==> config.mk <==
export PLATFORM = sky130hd
export DESIGN_NAME = neuron_mem_responder_flat
export DESIGN_NICKNAME = d
export VERILOG_FILES = /design/src/rtl/neuron_mem_responder_if.sv /design/src/rtl/neuron_mem_responder.sv /design/src/flat_wrapper.sv
export SDC_FILE = /design/constraint.sdc
export NUM_CORES = 1
export LEC_CHECK = 0
export ABC_AREA = 1
export CORE_MARGIN = 1.5
export CORE_UTILIZATION = 50
export DETAILED_ROUTE_END_ITERATION = 10
export DONT_BUFFER_PORTS = 1
export GPL_ROUTABILITY_DRIVEN = 0
export HOLD_SLACK_MARGIN = 0.12
export PLACE_DENSITY = 0.66
export SYNTH_ARGS = -nofsm -noshare
export SYNTH_HDL_FRONTEND = slang
export SYNTH_SLANG_ARGS = --single-unit
==> constraint.sdc <==
create_clock -name clk -period 2.7 [get_ports clk]
set_input_delay 0.54 -clock clk [delete_from_list [all_inputs] [get_ports clk]]
set_output_delay 0.54 -clock clk [all_outputs]
set_load 0.1 [all_outputs]
==> src/rtl/neuron_mem_responder_if.sv <==
// Request/response bundle between the neuron controller (plus host port) and the
// memory responder holding the weight, input and result banks.
interface neuron_mem_responder_if #(
  parameter int unsigned ADDR_W = 4,
  parameter int unsigned DATA_W = 8,
  parameter int unsigned ACC_W  = 2 * DATA_W + ADDR_W
);
  logic              read_enable;
  logic              write_enable;
  logic [ADDR_W-1:0] weight_addr;
  logic [ADDR_W-1:0] input_addr;
  logic [ACC_W-1:0]  write_data;
  logic              load_en;
  logic              load_sel;
  logic [ADDR_W-1:0] load_addr;
  logic [DATA_W-1:0] load_data;
  logic [ADDR_W-1:0] rb_addr;
  logic [DATA_W-1:0] weight_data;
  logic [DATA_W-1:0] input_data;
  logic              rvalid;
  logic [ACC_W-1:0]  rb_data;
  logic [ADDR_W:0]   result_count;
  logic              overflow;

  modport master (
    output read_enable, write_enable, weight_addr, input_addr, write_data,
           load_en, load_sel, load_addr, load_data, rb_addr,
    input  weight_data, input_data, rvalid, rb_data, result_count, overflow
  );

  modport slave (
    input  read_enable, write_enable, weight_addr, input_addr, write_data,
           load_en, load_sel, load_addr, load_data, rb_addr,
    output weight_data, input_data, rvalid, rb_data, result_count, overflow
  );
endinterface

==> src/rtl/neuron_mem_responder.sv <==
// Memory-side responder: registered weight/input reads, wrapping result buffer
// with saturating occupancy and sticky overflow, host preload and readback.
module neuron_mem_responder #(
  parameter int unsigned ADDR_W = 4,
  parameter int unsigned DATA_W = 8,
  parameter int unsigned ACC_W  = 2 * DATA_W + ADDR_W
) (
  input logic                  clk,
  input logic                  reset,
  neuron_mem_responder_if.slave bus
);
  localparam int unsigned DEPTH = 2 ** ADDR_W;
  localparam logic [ADDR_W:0]   FULL_COUNT = (ADDR_W + 1)'(DEPTH);
  localparam logic [ADDR_W:0]   ONE_COUNT  = (ADDR_W + 1)'(1);
  localparam logic [ADDR_W-1:0] ONE_PTR    = ADDR_W'(1);

  logic [DATA_W-1:0] r_wmem [DEPTH];
  logic [DATA_W-1:0] r_imem [DEPTH];
  logic [ACC_W-1:0]  r_rmem [DEPTH];

  logic [DATA_W-1:0] r_weight_data;
  logic [DATA_W-1:0] r_input_data;
  logic              r_rvalid;
  logic [ACC_W-1:0]  r_rb_data;
  logic [ADDR_W:0]   r_result_count;
  logic              r_overflow;
  logic [ADDR_W-1:0] r_wr_ptr;

  logic w_full;
  logic w_accept;

  assign w_full   = (r_result_count == FULL_COUNT);
  assign w_accept = bus.write_enable && !w_full;

  // Array contents survive reset, so the storage lives in its own unreset block.
  always_ff @(posedge clk) begin
    if (bus.load_en) begin
      if (bus.load_sel) r_imem[bus.load_addr] <= bus.load_data;
      else              r_wmem[bus.load_addr] <= bus.load_data;
    end
    if (w_accept) r_rmem[r_wr_ptr] <= bus.write_data;
  end

  always_ff @(posedge clk or posedge reset) begin
    if (reset) begin
      r_weight_data  <= '0;
      r_input_data   <= '0;
      r_rvalid       <= 1'b0;
      r_rb_data      <= '0;
      r_result_count <= '0;
      r_overflow     <= 1'b0;
      r_wr_ptr       <= '0;
    end else begin
      r_rvalid  <= bus.read_enable;
      r_rb_data <= r_rmem[bus.rb_addr];
      if (bus.read_enable) begin
        r_weight_data <= r_wmem[bus.weight_addr];
        r_input_data  <= r_imem[bus.input_addr];
      end
      if (w_accept) begin
        r_wr_ptr       <= r_wr_ptr + ONE_PTR;
        r_result_count <= r_result_count + ONE_COUNT;
      end else if (bus.write_enable) begin
        r_overflow <= 1'b1;
      end
    end
  end

  assign bus.weight_data  = r_weight_data;
  assign bus.input_data   = r_input_data;
  assign bus.rvalid       = r_rvalid;
  assign bus.rb_data      = r_rb_data;
  assign bus.result_count = r_result_count;
  assign bus.overflow     = r_overflow;
endmodule

==> src/flat_wrapper.sv <==
// flat-port wrapper written by rule: the top's interface ports become plain ports
module neuron_mem_responder_flat 
#(
  parameter int unsigned ADDR_W = 4,
  parameter int unsigned DATA_W = 8,
  parameter int unsigned ACC_W  = 2 * DATA_W + ADDR_W
)
  (clk, reset, bus_read_enable, bus_write_enable, bus_weight_addr, bus_input_addr, bus_write_data, bus_load_en, bus_load_sel, bus_load_addr, bus_load_data, bus_rb_addr, bus_weight_data, bus_input_data, bus_rvalid, bus_rb_data, bus_result_count, bus_overflow);
  neuron_mem_responder_if #(.ADDR_W(ADDR_W), .DATA_W(DATA_W), .ACC_W(ACC_W)) bus_i ();
  input logic clk;
  input logic reset;
  input wire logic [$bits(bus_i.read_enable)-1:0] bus_read_enable;
  input wire logic [$bits(bus_i.write_enable)-1:0] bus_write_enable;
  input wire logic [$bits(bus_i.weight_addr)-1:0] bus_weight_addr;
  input wire logic [$bits(bus_i.input_addr)-1:0] bus_input_addr;
  input wire logic [$bits(bus_i.write_data)-1:0] bus_write_data;
  input wire logic [$bits(bus_i.load_en)-1:0] bus_load_en;
  input wire logic [$bits(bus_i.load_sel)-1:0] bus_load_sel;
  input wire logic [$bits(bus_i.load_addr)-1:0] bus_load_addr;
  input wire logic [$bits(bus_i.load_data)-1:0] bus_load_data;
  input wire logic [$bits(bus_i.rb_addr)-1:0] bus_rb_addr;
  output wire logic [$bits(bus_i.weight_data)-1:0] bus_weight_data;
  output wire logic [$bits(bus_i.input_data)-1:0] bus_input_data;
  output wire logic [$bits(bus_i.rvalid)-1:0] bus_rvalid;
  output wire logic [$bits(bus_i.rb_data)-1:0] bus_rb_data;
  output wire logic [$bits(bus_i.result_count)-1:0] bus_result_count;
  output wire logic [$bits(bus_i.overflow)-1:0] bus_overflow;
  assign bus_i.read_enable = bus_read_enable;
  assign bus_i.write_enable = bus_write_enable;
  assign bus_i.weight_addr = bus_weight_addr;
  assign bus_i.input_addr = bus_input_addr;
  assign bus_i.write_data = bus_write_data;
  assign bus_i.load_en = bus_load_en;
  assign bus_i.load_sel = bus_load_sel;
  assign bus_i.load_addr = bus_load_addr;
  assign bus_i.load_data = bus_load_data;
  assign bus_i.rb_addr = bus_rb_addr;
  assign bus_weight_data = bus_i.weight_data;
  assign bus_input_data = bus_i.input_data;
  assign bus_rvalid = bus_i.rvalid;
  assign bus_rb_data = bus_i.rb_data;
  assign bus_result_count = bus_i.result_count;
  assign bus_overflow = bus_i.overflow;
  neuron_mem_responder #(.ADDR_W(ADDR_W), .DATA_W(DATA_W), .ACC_W(ACC_W)) u_core (.clk(clk), .reset(reset), .bus(bus_i));
endmodule
==> impl_metrics.toml, run 1 <==
[synth]
yosys_warnings = 0
ys_seq_area_frac = 0.735
synthCells = 2076
synth_fp_nets = 2132
synth-seq-cells = 623
ys_types = 22
synth_area_mm2 = 0.0251
avgSynthCellArea_um2 = 12.1

[timing]
rsz0062_at_grt = "no"
slew_headroom = 0.344
drv_slew = 0
clock_skew_ns = 0.0212
finalCritPeriodShare = 0.827
fin_crit_ns = 2.23
tightest_slew_ns = 0.981
finalHoldViolCount = 0
setup_violations = 0
hold_slack_ns = 0.162
layout_setup_ws_ns = 0.468
fin_tns_setup_ns = 0
fmax_mhz = 448

[cts]
post_cts_buffers = 0
cts_tree = "yes"
cts_buffer_depth = 3
cts-root-buf = "clkbuf_16"
insertion_delay_ns = 0.63
cts_buffers = 61
holdBufCountCts = 34
cts_resized = 0
htreeDepth = 2
path_clk_slew_ns = 0.06
clock_sinks = 623

[place]
port_buffers = 0
pre_cts_slack_ns = 0.487
dp_hpwl_mm = 35.8

[route]
wl_per_cell_um = 21.4
drt_iter0_markers = 1398
vias = 15400
wirelength_mm = 59.9
first_pass_iters = 8
drc = 0
ant_nets = 0
routed_via_density = 5.51

[final_layout]
antenna_cells = 0
layout_commonest_cell = "edfxtp_1"
syn2layout_area_growth_pct = 11.6
fillers = 4011
final_cell_mix = "576 x edfxtp_1, 514 x nand2_1, 315 x nand3_1"
nets = 2143
multi_input_area_mm2 = 0.00533
register_area_mm2 = 0.0185
drive_above_1_share = 0.0688

[worst_setup_path]
crit_path_end_kind = "flop"
worstPathCellList = "inv_1 -> ha_1 -> nand3_1 -> nand2_1 -> inv_1 -> nand2_1 -> nor2_2 -> buf_12"
cp.arrival_ns = 2.56
r2r_start = "u_core.bus.result_count[0]$_DFFE_PP0P_"
reg2reg_depth = 8
crit_type = "flop to flop"
cp_max_fo = 15
slowest_stage = "nor2_2"
r2r_slack_ns = 0.47
cp-start-kind = "flop"
reg2reg_to = "u_core.r_rmem[6][19]$_DFFE_PP_"
slowest_delay_ns = 0.37
cp.required_ns = 3.03

[floorplanning]
dieHeight_um = 227
initial_utilization = 0.510
dieArea_mm2 = 0.0516
die_x_um = 227
core_area_mm2 = 0.0493
rows = 81
boundaryPins = 93

[power]
powerDensity_mw_per_mm2 = 798
peakVddDrop_v = 0.000567
leakage_uw = 0.0104

[global_routing]
grt_pass1_vias = 15200
grt_pass1_wl_mm = 90.0
track_usage = 0.237
antenna_found_initial = 3
grt_start_max_net_pins = 321
grt_overflow = 0

[worst_hold_path]
hold_path_class = "primary input to flop"
holdCritStartpoint = "bus_rb_addr[3]"
min_delay_worst_endpoint = "u_core.bus.rb_data[18]$_DFF_PP0_"
hold_depth = 2

[run_status]
status = "finished, final reports clean"

[run]
drv_cap = 0
## cells in the mapped netlist
cell type | instances | share of area
inv_1 | 188 | 0.028
ha_1 | 6 | 0.0030
buf_2 | 45 | 0.0090
o211ai_1 | 80 | 0.024
edfxtp_1 | 576 | 0.69
nand2_1 | 514 | 0.077
clkbuf_1 | 36 | 0.0054
buf_4 | 18 | 0.0054
buf_8 | 1 | 0.00060
o21ai_1 | 22 | 0.0044
o21ai_0 | 60 | 0.012
nand3_1 | 315 | 0.063
o21bai_1 | 1 | 0.00030
xnor2_1 | 2 | 0.00070
nand4_1 | 1 | 0.00025
xor2_1 | 5 | 0.0017
nor2_1 | 58 | 0.0087
dfrtp_1 | 47 | 0.047
buf_1 | 8 | 0.0012
inv_2 | 2 | 0.00030
a21oi_1 | 80 | 0.016
buf_6 | 11 | 0.0049
## area by class of cell
| cell class | instances | share of cell area |
|---|---|---|
| clock buffer | 86 | 0.0611 |
| sequential | 623 | 0.659 |
| multi-input combinational | 1144 | 0.190 |
| clock inverter | 28 | 0.00776 |
| tap | 664 | 0.0296 |
| timing repair buffer | 67 | 0.0274 |
| inverter | 190 | 0.0254 |
## layer usage
layer	up-vias	GRT usage	part of all wire
met5	-	0	0
met3	115	0.0358	0.068
met2	613	0.400	0.50
met1	7456	0.309	0.40
li1	7254	-	-
met4	0	0.0921	0.032
## report_power, final
group	switching [µW]	total [µW]	internal, µW
Clock	3550	8240	4690
Combinational	1560	2130	573
Sequential	764	12000	11200
## worst max path at each step
stage                                     endpoint                                   start  cells past startpoint  slack, ns
finish              u_core.r_rmem[6][19]$_DFFE_PP_  u_core.bus.result_count[0]$_DFFE_PP0P_                      8       0.47
global route        u_core.r_rmem[6][19]$_DFFE_PP_  u_core.bus.result_count[0]$_DFFE_PP0P_                      8       0.31
CTS                 u_core.r_rmem[6][19]$_DFFE_PP_  u_core.bus.result_count[0]$_DFFE_PP0P_                      8       0.46
detailed placement   u_core.r_rmem[6][8]$_DFFE_PP_  u_core.bus.result_count[0]$_DFFE_PP0P_                      8       0.49
global placement     u_core.r_rmem[6][3]$_DFFE_PP_  u_core.bus.result_count[0]$_DFFE_PP0P_                      8       0.53
floorplan            u_core.r_rmem[0][0]$_DFFE_PP_  u_core.bus.result_count[3]$_DFFE_PP0P_                      6       0.09
## through the flow
step	power, µW	util	cells	instance area (µm²)
after CTS	22500	0.569	2802	28000
after global placement	14000	0.522	2654	25700
after floorplan	13600	-	2076	25200
final	22400	0.569	2802	28000
after global routing	23100	0.569	2802	28000
after detailed placement	14100	0.522	2654	25700
## sequential cells by signal, indices dropped and copies added (netlist names)
register                 flops
u_core.r_imem              128
u_core.bus.weight_data       8
u_core.r_wmem              128
u_core.bus.rvalid            1
u_core.bus.overflow          1
u_core.bus.input_data        8
u_core.r_wr_ptr              4
u_core.r_rmem              320
u_core.bus.result_count      5
u_core.bus.rb_data          20
## cell families (layout without fill, tap and decap cells)
kind of cell    after synthesis  after routing  share of synthesized area
compound gates              243            243                     0.0564
xor+xnor                      7              7                    0.00244
simple gates                888            888                      0.148
flops                       623            623                      0.735
buf+inv                     309            371                     0.0548
fa+ha+maj                     6              6                    0.00299
## worst max-delay path: cells and delay by family (launching register included)
family	cells	cell delay, ns
simple gates	4	0.87
fa+ha+maj	1	0.20
flops	1	0.35
buf+inv	3	0.51
No activity file was read; power rests on OpenSTA's default activity.
==> inputs of run 2 (changes only) <==
- clock period: 2.7 -> 2.3 ns (I/O delays scaled with it)
==> run 2 against run 1 <==
Net effect:
- critical path depth unchanged
- hold slack worse by 0.0098 ns
- global-route usage down 0.99 points
- sequential cell count unchanged
- via count up 1.1%
- core utilization up 1.6 points
- setup slack worse by 0.13 ns
- clock power up 21%
- clock skew up 0.0077 ns
- first-iteration DRC count up 16%
==> impl_metrics.toml, run 2 (same netlist as run 1, synthesis figures left out) <==
[worst_setup_path]
crit_top_cell = "inv_1"
slowest_delay_ns = 0.40
slowest_stage = "dfrtp_4"
cp-start-kind = "flop"
worstPathCellList = "inv_1 -> ha_1 -> nand3_1 -> nand2_1 -> inv_1 -> nand2_2 -> nor2_4 -> buf_12"
crit_path_end_kind = "flop"
cp.required_ns = 2.58
cp.arrival_ns = 2.24
cp_max_fo = 16
crit_type = "flop to flop"

[floorplanning]
core_area_mm2 = 0.0493
dieArea_mm2 = 0.0516
dieHeight_um = 227
boundaryPins = 93
die_x_um = 227
rows = 81
initial_utilization = 0.510

[route]
first_pass_iters = 5
vias = 15600
ant_nets = 0
wl_per_cell_um = 19.8
routed_via_density = 5.43
drt_iter0_markers = 1621
drc = 0
wirelength_mm = 57.0

[final_layout]
stdcell_count = 2874
final_util = 0.585
drive_above_1_share = 0.0992
stdcell_area_mm2 = 0.0288
final_cell_mix = "576 x edfxtp_1, 511 x nand2_1, 315 x nand3_1"
top_register = "u_core.r_rmem"
syn2layout_area_growth_pct = 14.6
nets = 2213
reg_top3 = "u_core.r_rmem x320, u_core.r_imem x128, u_core.r_wmem x128"
layout_commonest_cell = "edfxtp_1"
largest_reg_flops = 320

[power]
swShare = 0.261
clockPowerShare = 0.370
internal-power_uw = 19800
p_switching_uw = 6990
powerDensity_mw_per_mm2 = 931
p_total_uw = 26800
peakVddDrop_v = 0.000771
combPwrFrac = 0.129
p_seq_frac = 0.501
leakage_uw = 0.0108

[worst_hold_path]
hold_path_class = "primary input to flop"

[cts]
cts_buffer_depth = 3
path_clk_slew_ns = 0.06
htreeDepth = 3
cts_tree = "yes"
cts-root-buf = "clkbuf_16"
clock_sinks = 623
cts_resized = 0
cts_buffers = 66
insertion_delay_ns = 0.59

[global_routing]
track_usage = 0.227
antenna_found_initial = 4
grt_overflow = 0
grt_start_max_net_pins = 321
grt_pass1_wl_mm = 88.0
grt_pass1_vias = 15100

[timing]
finalCritPeriodShare = 0.854
fmax_mhz = 509
slew_headroom = 0.372
fin_crit_ns = 1.96
clock_skew_ns = 0.0290
drv_slew = 0
tightest_slew_ns = 0.938
finalHoldViolCount = 0
fin_tns_setup_ns = 0
rsz0062_at_grt = "no"
setup_violations = 0

[run]
drv_cap = 0

[place]
dp_hpwl_mm = 32.9
port_buffers = 0
place_area_mm2 = 0.0263
dp.cells = 2716

[run_status]
status = "finished, final reports clean"
[run 2: worst paths after layout]
| kind | startpoint | end | slack [ns] | cells past startpoint |
|---|---|---|---|---|
| setup / recovery | u_core.bus.result_count[0]$_DFFE_PP0P_ | u_core.r_rmem[1][5]$_DFFE_PP_ | 0.34 | 8 |
| hold / removal | bus_rb_addr[2] | u_core.bus.rb_data[5]$_DFF_PP0_ | 0.15 | 3 |
| setup reg to reg | u_core.bus.result_count[0]$_DFFE_PP0P_ | u_core.r_rmem[1][5]$_DFFE_PP_ | 0.34 | 8 |
| hold reg to reg | u_core.bus.weight_data[5]$_DFFE_PP0P_ | u_core.bus.weight_data[5]$_DFFE_PP0P_ | 0.49 | 2 |
| max in group asynchronous | reset | u_core.bus.rb_data[4]$_DFF_PP0_ | 1.29 | 3 |
| min in group asynchronous | reset | u_core.bus.result_count[1]$_DFFE_PP0P_ | 0.40 | 2 |
[run 2: per-layer routing]
layer	track usage	vias to the layer above	share of wire	wire length, µm
li1	-	7393	-	-
met1	0.305	7567	0.42	23700
met2	0.370	565	0.48	27500
met3	0.0497	88	0.077	4370
met4	0.0709	2	0.024	1370
met5	0	-	0.00018	10
[run 2: area by class of cell]
class | count | area (µm²)
Clock buffer | 88 | 1810
Tap cell | 664 | 831
Antenna cell | 3 | 7.51
Sequential cell | 623 | 18500
Clock inverter | 30 | 204
Timing Repair Buffer | 132 | 1380
Multi-Input combinational cell | 1144 | 5390
Fill cell | 3950 | 20400
Inverter | 190 | 713
[run 2: timing repair]
item | in CTS | in global routing
endpoints found under the hold margin | 632 | 0
hold buffers | 37 | 0
setup buffers | 0 | 0
[run 2: per-stage QoR]
step | hold WS, ns | setup WS (ns)
detailed placement | 0.463 | 0.378
floorplan | 0.483 | -0.0968
finish | 0.153 | 0.335
global route | 0.147 | 0.229
CTS | 0.123 | 0.324
global placement | 0.470 | 0.387
[run 2: power groups by stage]
stage | Sequential [µW] | Combinational [µW] | Clock [µW]
CTS | 13400 | 3480 | 10100
floorplan | 14600 | 1470 | 0
global placement | 13600 | 3140 | 0
global route | 13500 | 3720 | 10500
finish | 13400 | 3460 | 9940
detailed placement | 13700 | 3190 | 0
[run 2: critical path, delay by kind of cell, from the launching register on]
kind	cells	cell delay, ns
DFF	1	0.40
adders and majority gates	1	0.19
buffers and inverters	3	0.41
and+or+nand+nor	4	0.64
==> inputs of run 3 (changes only) <==
- clock period: 2.3 -> 1.9 ns (I/O delays scaled with it)
==> run 3 against run 2 <==
Net effect:
- clock-buffer cell count increased by 1
- core utilization grew 0.99 points
- first-iteration DRC count decreased by 13%
- power grew 24%
- sequential share of layout area is 1.1 points lower
- setup slack got worse by 0.30 ns
- largest cell class unchanged
- highest routed layer is now met4
==> impl_metrics.toml, run 3 (same netlist as run 1, synthesis figures left out) <==
[cts]
path_clk_slew_ns = 0.06
cts-root-buf = "clkbuf_16"
insertion_delay_ns = 0.59
cts_buffers = 66
htreeDepth = 3
clock_sinks = 623
cts_buffer_depth = 3
cts_tree = "yes"
post_cts_buffers = 0

[timing]
finalHoldViolCount = 0
tightest_slew_ns = 0.948
rsz0062_at_grt = "no"
clock_skew_ns = 0.0315
fin_tns_setup_ns = 0
finalCritPeriodShare = 0.982
slew_headroom = 0.366
fin_crit_ns = 1.87
fmax_mhz = 536
drv_slew = 0
setup_violations = 0

[route]
drc = 0
first_pass_iters = 7
drt_iter0_markers = 1407
vias = 15700
wl_per_cell_um = 19.6
wirelength_mm = 56.9
routed_via_density = 5.41
ant_nets = 0

[floorplanning]
initial_utilization = 0.510
core_area_mm2 = 0.0493
die_x_um = 227
boundaryPins = 93
rows = 81
dieArea_mm2 = 0.0516
dieHeight_um = 227

[worst_hold_path]
holdCritStartpoint = "bus_rb_addr[2]"
min_delay_worst_endpoint = "u_core.bus.rb_data[4]$_DFF_PP0_"
hold_path_class = "primary input to flop"
hold_depth = 3

[run_status]
status = "finished, final reports clean"

[worst_setup_path]
critical_path.top_delay_family = "buffers and inverters"
cp-start-kind = "primary input"
r2r_slack_ns = 0.18
path_depth = 4
worstPathCellList = "dlygate4sd3_1 -> nand3_1 -> dlygate4sd3_1 -> nand2_1"
crit_top_cell = "dlygate4sd3_1"
reg2reg_depth = 8
cp.required_ns = 2.41
r2r_start = "u_core.bus.result_count[0]$_DFFE_PP0P_"
worst-path-buf-inv = 2
cp.arrival_ns = 2.38
slowest_delay_ns = 1.16
reg2reg_to = "u_core.r_rmem[12][1]$_DFFE_PP_"
crit_type = "primary input to flop"
cp_max_fo = 20
crit_path_end_kind = "flop"
cp-startpoint = "bus_rb_addr[3]"
slowest_stage = "dlygate4sd3_1"

[power]
peakVddDrop_v = 0.000903
leakage_uw = 0.0110
powerDensity_mw_per_mm2 = 1130

[global_routing]
antenna_found_initial = 0
grt_start_max_net_pins = 319
grt_pass1_vias = 15300
track_usage = 0.225
grt_overflow = 0
grt_pass1_wl_mm = 87.0

[place]
port_buffers = 0
dp_hpwl_mm = 33.3

[final_layout]
layout_commonest_cell = "edfxtp_1"
final_cell_mix = "576 x edfxtp_1, 510 x nand2_1, 314 x nand3_1"
antenna_cells = 0
syn2layout_area_growth_pct = 16.6
fillers = 3914
drive_above_1_share = 0.110
multi_input_area_mm2 = 0.00550
final_util = 0.595
top_register = "u_core.r_rmem"
register_area_mm2 = 0.0185
largest_reg_flops = 320
nets = 2239
reg_top3 = "u_core.r_rmem x320, u_core.r_imem x128, u_core.r_wmem x128"

[run]
drv_cap = 0
-- run 3: cell count changes in the layout (fill, tap and decap cells not counted), sizes merged, moves of 2 or more --
cell,previous run,this run
buf,103,116
dlygate4sd3,29,42
inv,195,190
diode,3,0
bufinv,2,4
-- run 3: power by group --
part           switching [µW]  internal (µW)  total, µW  leakage [µW]
sequential                276          16000      16300       0.00576
combinational            3220           1160       4380       0.00423
clock                    5090           7460      12600       0.00105
-- run 3: worst max-delay path by stage --
stage	endpoint	slack, ns
floorplan	u_core.r_rmem[13][0]$_DFFE_PP_	-0.06
global placement	u_core.r_rmem[12][1]$_DFFE_PP_	0.18
detailed placement	u_core.r_rmem[13][6]$_DFFE_PP_	0.16
CTS	bus_input_data[7]	0.04
global route	u_core.bus.rb_data[1]$_DFF_PP0_	0.02
finish	u_core.bus.rb_data[1]$_DFF_PP0_	0.03
-- run 3: what timing repair did --
action	CTS	global route
resized for setup	0	0
endpoints found under the hold margin	667	0
hold buffers	51	0
-- run 3: per-layer routing --
metal | GRT usage | share of wire
met5 | 0 | 0
met4 | 0.0833 | 0.026
met3 | 0.0422 | 0.074
met2 | 0.368 | 0.49
met1 | 0.300 | 0.41
-- run 3: area by class of cell --
cell class,instances,area share
inverters,190,0.0248
clock inverters,29,0.00867
flip-flops and latches,623,0.631
clock buffers,89,0.0639
well taps,664,0.0284
repair buffers,158,0.0556
multi-input cells,1144,0.188
-- run 3: through the flow --
step	area [µm²]	hold slack [ns]	total power (µW)	worst slack, ns	std cells
4_1_cts	29300	0.122	33400	0.0444	2897
6_report	29300	0.150	33200	0.0346	2897
3_3_place_gp	26600	0.351	20500	0.183	2728
2_1_floorplan	25400	0.411	19700	-0.0615	2076
3_5_place_dp	26600	0.350	20600	0.160	2728
5_1_grt	29300	0.154	34300	0.0201	2897
-- run 3: worst register-to-register path, delay by kind of cell, from the launching register on --
kind          cells  cell delay, ns
simple gates      4            0.51
flops             1            0.42
buf+inv           3            0.37
fa+ha+maj         1            0.15
